`config.mk`:
```
export PLATFORM = sky130hd
export DESIGN_NAME = svga_timing_rx
export DESIGN_NICKNAME = d
export VERILOG_FILES = /design/src/rtl/svga_timing_rx.sv
export SDC_FILE = /design/constraint.sdc
export NUM_CORES = 1
export LEC_CHECK = 0
export ABC_AREA = 0
export CAP_MARGIN = 20
export CORE_MARGIN = 1.5
export CORE_UTILIZATION = 45
export CTS_CLUSTER_SIZE = 8
export DETAILED_ROUTE_END_ITERATION = 6
export GPL_TIMING_DRIVEN = 0
export PLACE_DENSITY = 0.78
export SLEW_MARGIN = 5
export SYNTH_ARGS = -nofsm -noshare
export SYNTH_HDL_FRONTEND = slang
export SYNTH_SLANG_ARGS = --single-unit
```
`constraint.sdc`:
```
create_clock -name clk -period 3.3 [get_ports clk]
set_input_delay 0.99 -clock clk [delete_from_list [all_inputs] [get_ports clk]]
set_output_delay 0.99 -clock clk [all_outputs]
set_load 0.01 [all_outputs]
```
`src/rtl/svga_timing_rx.sv`:
```
// svga_timing_rx: samples hsync/vsync on the pixel clock, measures line and frame
// timing, recovers col/line position, declares lock and regenerates display enable.
module svga_timing_rx #(
  parameter int CW          = 12,
  parameter int LW          = 11,
  parameter bit HS_POL      = 1'b1,
  parameter bit VS_POL      = 1'b1,
  parameter int LOCK_FRAMES = 2,
  parameter int H_ACT_START = 216,
  parameter int H_ACT       = 800,
  parameter int V_ACT_START = 27,
  parameter int V_ACT       = 600
) (
  input  logic          clk,
  input  logic          rst_n,
  input  logic          hsync_in,
  input  logic          vsync_in,
  output logic [CW-1:0] col,
  output logic [LW-1:0] line,
  output logic          de,
  output logic          locked,
  output logic          frame_start,
  output logic [CW-1:0] h_total,
  output logic [CW-1:0] h_sync_len,
  output logic [LW-1:0] v_total,
  output logic [LW-1:0] v_sync_len
);

  localparam int SW = $clog2(LOCK_FRAMES + 1);
  localparam logic [CW-1:0] C_MAX  = {CW{1'b1}};
  localparam logic [LW-1:0] L_MAX  = {LW{1'b1}};
  localparam logic [CW-1:0] H_BEG  = CW'(H_ACT_START);
  localparam logic [CW-1:0] H_END  = CW'(H_ACT_START + H_ACT);
  localparam logic [LW-1:0] V_BEG  = LW'(V_ACT_START);
  localparam logic [LW-1:0] V_END  = LW'(V_ACT_START + V_ACT);
  localparam logic [SW-1:0] ST_MAX = SW'(LOCK_FRAMES);

  logic          hs_meta_q, hs_meta_d, hs_sync_q, hs_sync_d, hs_prev_q, hs_prev_d;
  logic          vs_meta_q, vs_meta_d, vs_sync_q, vs_sync_d, vs_prev_q, vs_prev_d;
  logic [CW-1:0] col_q, col_d, hw_q, hw_d, h_total_q, h_total_d, h_sync_len_q, h_sync_len_d;
  logic [LW-1:0] line_q, line_d, vw_q, vw_d, v_total_q, v_total_d, v_sync_len_q, v_sync_len_d;
  logic          pend_q, pend_d, locked_q, locked_d, de_q, de_d, fs_q, fs_d;
  logic [SW-1:0] stable_q, stable_d;
  logic          hs_rise, hs_fall, vs_rise, vs_fall, frame_evt, h_mismatch;

  always_comb begin
    // Polarity is folded in ahead of the flops so the reset state reads as inactive.
    hs_meta_d = hsync_in ^ ~HS_POL;
    vs_meta_d = vsync_in ^ ~VS_POL;
    hs_sync_d = hs_meta_q;
    vs_sync_d = vs_meta_q;
    hs_prev_d = hs_sync_q;
    vs_prev_d = vs_sync_q;
    hs_rise   = hs_sync_q & ~hs_prev_q;
    hs_fall   = ~hs_sync_q & hs_prev_q;
    vs_rise   = vs_sync_q & ~vs_prev_q;
    vs_fall   = ~vs_sync_q & vs_prev_q;

    col_d      = (col_q == C_MAX) ? col_q : col_q + CW'(1);
    h_total_d  = h_total_q;
    h_mismatch = 1'b0;
    if (hs_rise) begin
      col_d      = '0;
      h_total_d  = col_q + CW'(1);
      h_mismatch = (h_total_d != h_total_q);
    end

    hw_d = '0;
    if (hs_sync_q) hw_d = (hw_q == C_MAX) ? hw_q : hw_q + CW'(1);
    h_sync_len_d = hs_fall ? hw_q : h_sync_len_q;

    frame_evt = hs_rise & (pend_q | vs_rise);
    fs_d      = frame_evt;
    pend_d    = pend_q | vs_rise;
    line_d    = line_q;
    v_total_d = v_total_q;
    if (frame_evt) begin
      pend_d    = 1'b0;
      line_d    = '0;
      v_total_d = line_q + LW'(1);
    end else if (hs_rise && line_q != L_MAX) begin
      line_d = line_q + LW'(1);
    end

    vw_d = '0;
    if (vs_sync_q) vw_d = (hs_rise && vw_q != L_MAX) ? vw_q + LW'(1) : vw_q;
    v_sync_len_d = vs_fall ? vw_q : v_sync_len_q;

    stable_d = stable_q;
    if (frame_evt) begin
      if (v_total_d == v_total_q) stable_d = (stable_q == ST_MAX) ? stable_q : stable_q + SW'(1);
      else                        stable_d = '0;
    end
    // A line-length change or a runaway column counter both invalidate the history.
    if (h_mismatch || col_d == C_MAX) stable_d = '0;
    locked_d = (stable_d == ST_MAX);

    de_d = locked_d && (col_d >= H_BEG) && (col_d < H_END) &&
           (line_d >= V_BEG) && (line_d < V_END);
  end

  always_ff @(posedge clk or negedge rst_n) begin
    if (!rst_n) begin
      hs_meta_q    <= 1'b0;
      hs_sync_q    <= 1'b0;
      hs_prev_q    <= 1'b0;
      vs_meta_q    <= 1'b0;
      vs_sync_q    <= 1'b0;
      vs_prev_q    <= 1'b0;
      col_q        <= '0;
      line_q       <= '0;
      hw_q         <= '0;
      vw_q         <= '0;
      h_total_q    <= '0;
      h_sync_len_q <= '0;
      v_total_q    <= '0;
      v_sync_len_q <= '0;
      pend_q       <= 1'b0;
      stable_q     <= '0;
      locked_q     <= 1'b0;
      de_q         <= 1'b0;
      fs_q         <= 1'b0;
    end else begin
      hs_meta_q    <= hs_meta_d;
      hs_sync_q    <= hs_sync_d;
      hs_prev_q    <= hs_prev_d;
      vs_meta_q    <= vs_meta_d;
      vs_sync_q    <= vs_sync_d;
      vs_prev_q    <= vs_prev_d;
      col_q        <= col_d;
      line_q       <= line_d;
      hw_q         <= hw_d;
      vw_q         <= vw_d;
      h_total_q    <= h_total_d;
      h_sync_len_q <= h_sync_len_d;
      v_total_q    <= v_total_d;
      v_sync_len_q <= v_sync_len_d;
      pend_q       <= pend_d;
      stable_q     <= stable_d;
      locked_q     <= locked_d;
      de_q         <= de_d;
      fs_q         <= fs_d;
    end
  end

  assign col         = col_q;
  assign line        = line_q;
  assign de          = de_q;
  assign locked      = locked_q;
  assign frame_start = fs_q;
  assign h_total     = h_total_q;
  assign h_sync_len  = h_sync_len_q;
  assign v_total     = v_total_q;
  assign v_sync_len  = v_sync_len_q;

endmodule

```
== Yosys cells after proc, flatten, opt, wreduce, memory -nomap -nowiden ==
Index checks and enable logic that the tools add are counted.

* Output and inout port bits: 72
* Logic and storage cells: 71
* Flip-flop bits (word level): 104
* Bits of input ports: 4

* Reduce and logical (&&, ||, !) cells: 7
* $add $sub $neg: 5
* Equal/unequal tests: 11
* Magnitude comparators: 4
* Bitwise logic cells: 10
* Mux-type cells: 15

{| class="wikitable"
|+ Operators by type and width
! cell !! count
|-
| two-way mux 11 bit || 5
|-
| two-way mux 12 bit || 4
|-
| equality test 12 bit, second input constant || 3
|-
| adder 12 x 1 -> 12 bit, second input constant || 2
|-
| adder 11 x 1 -> 11 bit, second input constant || 2
|-
| inequality test 11 bit, second input constant || 2
|-
| greater-or-equal comparator 12 x 8 -> 1 bit, second input constant || 1
|-
| < comparator 12 x 10 -> 1 bit, second input constant || 1
|-
| inequality test 12 bit || 1
|-
| equality test 11 bit || 1
|-
| greater-or-equal comparator 11 x 5 -> 1 bit, second input constant || 1
|-
| < comparator 11 x 10 -> 1 bit, second input constant || 1
|-
| two-way mux 2 bit || 4
|-
| logical AND 1 bit || 6
|-
| bitwise AND 1 bit || 5
|-
| equality test 2 bit, second input constant || 2
|-
| inverter 1 bit || 4
|-
| adder 2 x 1 -> 2 bit, second input constant || 1
|-
| two-way mux 1 bit || 2
|-
| inequality test 2 x 1 -> 1 bit, second input constant || 1
|-
| inequality test 2 bit, second input constant || 1
|-
| logical OR 1 bit || 1
|-
| OR 1 bit || 1
|}

== Depth between registers and ports, before layout ==
* Depth after elaboration: 14
* Depth in mapped cells: 10
* Mapped depth without buffers: 9

== Worst setup path after synthesis ==
Ideal clock, no wire load.

* Path kind: register to register
* Start point: register col_q[1] (netlist: col[1])
* End point: register de_q (netlist: de)
* Arrival: 2434 ps
* Path buffers: 0
* Required time: 3213 ps
* Setup time: 87 ps
* Cell stages (with the launch flop): 9
* Path slack: 780 ps
* Period minus slack after synthesis: 2520 ps
* Cells stage by stage: dfrtp_1 -> ha_1 -> xnor2_1 -> xor2_1 -> o311ai_1 -> or4_4 -> a2111oi_4 -> a211oi_2 -> nor3_1

* Word-level cells in the longest chain between the ends: 11
* Elaborated cells on any way between the ends: 16
* Those cells by class: 1 x add/sub; 2 x order compare; 4 x eq/ne; 4 x mux; 5 x reduce/logical

{| class="wikitable"
|+ Ends and longest elaborated chain
! element !! line !! source
|-
| start, declared || 40 || <nowiki>logic [CW-1:0] col_q, col_d, hw_q, hw_d, h_total_q, h_total_d, h_sync_len_q, h_sync_len_d;</nowiki>
|-
| start signal, assigned || 130 || <nowiki>col_q <= col_d;</nowiki>
|-
| branches (longest 8 deep; another with adder 12 x 1 -> 12 bit) || n/a ||
|-
| logical AND 1 bit (*) (2 in a row) || 98 || <nowiki>de_d = locked_d && (col_d >= H_BEG) && (col_d < H_END) &&</nowiki>
|-
| logical AND 1 bit (*) || 99 || <nowiki>(line_d >= V_BEG) && (line_d < V_END);</nowiki>
|-
| named net de_d || 42 || <nowiki>logic pend_q, pend_d, locked_q, locked_d, de_q, de_d, fs_q, fs_d;</nowiki>
|-
| end signal, assigned || 121 || <nowiki>de_q <= 1'b0;</nowiki>
|-
| end signal, assigned || 141 || <nowiki>de_q <= de_d;</nowiki>
|-
| end, declared || 42 ||
|}

Mark *: on every way through the listed nets, which the timed path passes.
A chain may end at the register's enable or synchronous reset.

== Worst setup path after layout ==
* Start point: register line_q[1] (netlist: line[1])
* End point: register de_q (netlist: de)

* Word-level cells in the longest chain between the ends: 11
* Elaborated cells on any way between the ends: 17
* Those cells by class: 1 x add/sub; 2 x order compare; 3 x eq/ne; 6 x mux; 5 x reduce/logical

{| class="wikitable"
|+ Ends and longest elaborated chain
! element !! line !! source
|-
| start, declared || 41 || <nowiki>logic [LW-1:0] line_q, line_d, vw_q, vw_d, v_total_q, v_total_d, v_sync_len_q, v_sync_len_d;</nowiki>
|-
| start signal, assigned || 131 || <nowiki>line_q <= line_d;</nowiki>
|-
| adder 11 x 1 -> 11 bit || 80, 82 ||
|-
| two-way mux 11 bit || 77 || <nowiki>if (frame_evt) begin</nowiki>
|-
| equality test 11 bit || 91 || <nowiki>if (v_total_d == v_total_q) stable_d = (stable_q == ST_MAX) ? stable_q : stable_q + SW'(1);</nowiki>
|-
| two-way mux 2 bit || 91 ||
|-
| two-way mux 2 bit || 90 || <nowiki>if (frame_evt) begin</nowiki>
|-
| two-way mux 2 bit || 95 || <nowiki>if (h_mismatch || col_d == C_MAX) stable_d = '0;</nowiki>
|-
| equality test 2 bit || 96 || <nowiki>locked_d = (stable_d == ST_MAX);</nowiki>
|-
| logical AND 1 bit (3 in a row) || 98 ||
|-
| logical AND 1 bit (*) || 99 ||
|-
| named net de_d || 42 ||
|}

Mark *: on every way through the listed nets, which the timed path passes. The rest lies on a longest branch.

==> metrics.md <==
| Metric | Value |
|---|---|
| Status | complete, no violations |
| Die area | 12900 um^2 |
| Leading area contributor after synthesis | dfrtp_1 |
| Mean area per synthesized cell | 9.90 um^2 |
| Synth Net Count | 566 |
| Peak VDD IR | 0.306 mV |
| Routed WL per cell | 16.9 um |
| Routed vias | 4621 |
| Final instance area | 6810 um^2 |
| Fmax achieved | 340 MHz |
| Final Util | 56.9% |
| CP cell instances | ha_1, nand3_1, nor2_1, and4_1, or4_1, nor4b_2, a41oi_1, nor3_1 |
| Crit Path Max Fanout | 9 |
| DRC | 0 |
| Post-place setup slack | 0.235 ns |
| Initial antenna violation count | 0 |
| Die Y | 114 um |
| First DRT Iteration DRCs | 356 |
| Critical Path AT | 3.21 ns |
| Slowest-stage cell, CP | or4_1 |
| Layout cell share with drive strength beyond 1 | 10.0% |
| Max-Cap Viols | 0 |
| RR Endpoint | de |
| GRT Total Usage | 21.3% |
| GRT overflow | 0 |
| Mapped Area | 5510 um^2 |
| Diodes inserted | 0 |
| Post-cts sizing count | 0 |
| Min Tclk post-route | 2.94 ns |
| PnR worst setup slack | 0.355 ns |
| Clock sinks | 104 |
| Yosys cell types | 65 |
| Max stage delay on crit path | 0.52 ns |
| Static Leak | 0.00290 uW |
| FILL cells | 1036 |
| Critical Path Start | line[1] |
| Share of the synthesized area in the top cell type | 47.2% |
| Asr flop ratio synth | 100% |
| Largest net degree at the start of global routing | 63 |
| EDFF count, synth | 0 |
| Most common cell in the netlist | dfrtp_1 |
| Row Count | 40 |
| Area growth, synth to finish | 23.5% |
| Clock-pin slew on the worst setup and hold paths | 0.08 ns |
| Final GP Congestion | 0.896 |
| List of most frequent post-synthesis cells | dfrtp_1 (104), nand2_1 (56), o21ai_0 (43) |
| Register Area | 2600 um^2 |
| Post-synth top flop | dfrtp_1 |
| Die width | 114 um |
| Worst r2r src | line[1] |
| Final wirelength | 13.4 mm |
| RSZ-0062 raised after global routing | false |
| Top Ports | 76 |
| Number of synthesized register bits | 104 |
| Htree depth | 3 |
| Slew Limit Headroom | 46.4% |
| Syn Inst Count | 557 |
| Yosys Warn Count | 0 |
| PD cells | 519 nW/um^2 |
| Core box area | 12000 um^2 |
| Reg2reg path depth | 8 |
| Hold Fails Final Rpt | 0 |
| Skew final | 0.00888 ns |
| Setup Viol. Count Final | 0 |
| Total power | 3530 uW |
| Worst Path Required | 3.56 ns |
| Maximum buffer depth of the clock tree | 2 |
| Root Buffer | clkbuf_16 |
| R2r setup slk | 0.36 ns |
| First-pass GRT wire length | 21.9 mm |
| Post-route ant nets | 0 |
| Setup crit start kind | flip-flop |
| CP endpoint kind | flip-flop |
| Final worst path period share | 89.2% |
| Post-CTS Setup Bufs | 0 |
| Post-DP Area | 6460 um^2 |
| Worst hold path type | reg -> reg |
| Top cells by area, synth | dfrtp_1 (47%), xnor2_1 (5.2%), mux2_2 (4.5%), o21ai_0 (3.9%), nand2_1 (3.8%) |
| Final nets | 653 |
| Crit path kind | reg -> reg |
| Starting Density | 46.1% |
| Slew Viols, Final | 0 |
| Num CTS Buffers | 9 |
| DP HPWL | 9.60 mm |
| Layout Cells excl Fill | 796 |
| Register area share after synthesis | 47.2% |
| Buffers on Ports | 75 |
| Critical path endpoint | de |
| Vias in the first global route | 4497 |
| CTS tree | yes |
| Skew-Pair Late Insertion Delay | 0.36 ns |
| Pre-Repair DR Iteration Count | 5 |
| Vias per inst | 5.81 |
| Hold-fix buffers at CTS | 0 |
| Placed insts | 780 |
| Worst-margin pin slew | 0.804 ns |
| Multi-input gate area | 2700 um^2 |
[report_power, final]
part / switching [uW] / internal, uW / leakage, uW / total (uW)
registers: 132 / 1380 / 0.00141 / 1510
logic: 422 / 391 / 0.00133 / 812
clock network: 525 / 683 / 0.000164 / 1210
total: 1080 / 2450 / 0.00290 / 3530
[worst max-delay path: cells and delay by family (launching register included)]
family | cells | cell delay, ns
compound gates | 1 | 0.23
fa+ha+maj | 1 | 0.29
flops | 1 | 0.46
simple gates | 6 | 1.87
[registers in the layout (all words and copies together) (netlist names), 2 cells and up]
signal / count
stable_q: 2
vw_q: 11
hw_q: 12
col: 12
h_total: 12
v_total: 11
line: 11
v_sync_len: 11
h_sync_len: 12
[per-stage QoR]
step           setup TNS [ns]  hold slack (ns)
2_1_floorplan               0            0.331
3_3_place_gp          -267.42            0.334
3_5_place_dp                0            0.342
4_1_cts                     0            0.360
5_1_grt                     0            0.364
6_report                    0            0.356
[cells by family after synthesis]
group | share of synthesized area [%]
flip-flops | 47.2
AO/OA/AOI/OAI | 14.2
AND/OR/NAND/NOR | 19.9
buffers and inverters | 4.00
XOR/XNOR | 8.10
adder cells (fa/ha/maj) | 1.14
multiplexers | 5.40
[how the worst min path moves through the flow]
stage                     cells after the start         to  startpoint
after floorplan                               0  hs_prev_d   hs_meta_q
after global placement                        0  vs_prev_d   vs_meta_q
after detailed placement                      0  hs_prev_d   hs_meta_q
after CTS                                     0  hs_prev_d   hs_meta_q
after global routing                          0  vs_prev_d   vs_meta_q
final                                         0  hs_prev_d   hs_meta_q
[layer usage]
layer	part of all wire (%)	vias up	track usage, %	wire [um]
met5	0	-	0	0
met4	2.1	0	8.92	282
met3	3.8	19	3.13	508
met2	50	122	36.1	6730
met1	44	2302	27.5	5920
li1	-	2178	-	-
[cell type report]
type	count	share of cell area (%)
Buffer	30	2.35
Clock inverter	7	1.64
Clock buffer	9	3.31
Tap cell	147	2.70
Multi-Input combinational cell	407	39.6
Inverter	16	0.882
Sequential cell	104	38.2
Timing Repair Buffer	76	11.3
[cells in the final DEF, fill, tap and decap left out, drive strengths merged, types with 21 or more instances in the layout]
cell / netlist / routed
a21oi: 21 / 21
clkbuf: 17 / 26
clkdlybuf4s50: 0 / 74
dfrtp: 104 / 104
mux2: 22 / 22
nand2: 56 / 56
nand3: 26 / 26
nor2: 27 / 27
o21ai: 44 / 44
xnor2: 33 / 33
No activity file was read; power rests on OpenSTA's default activity.
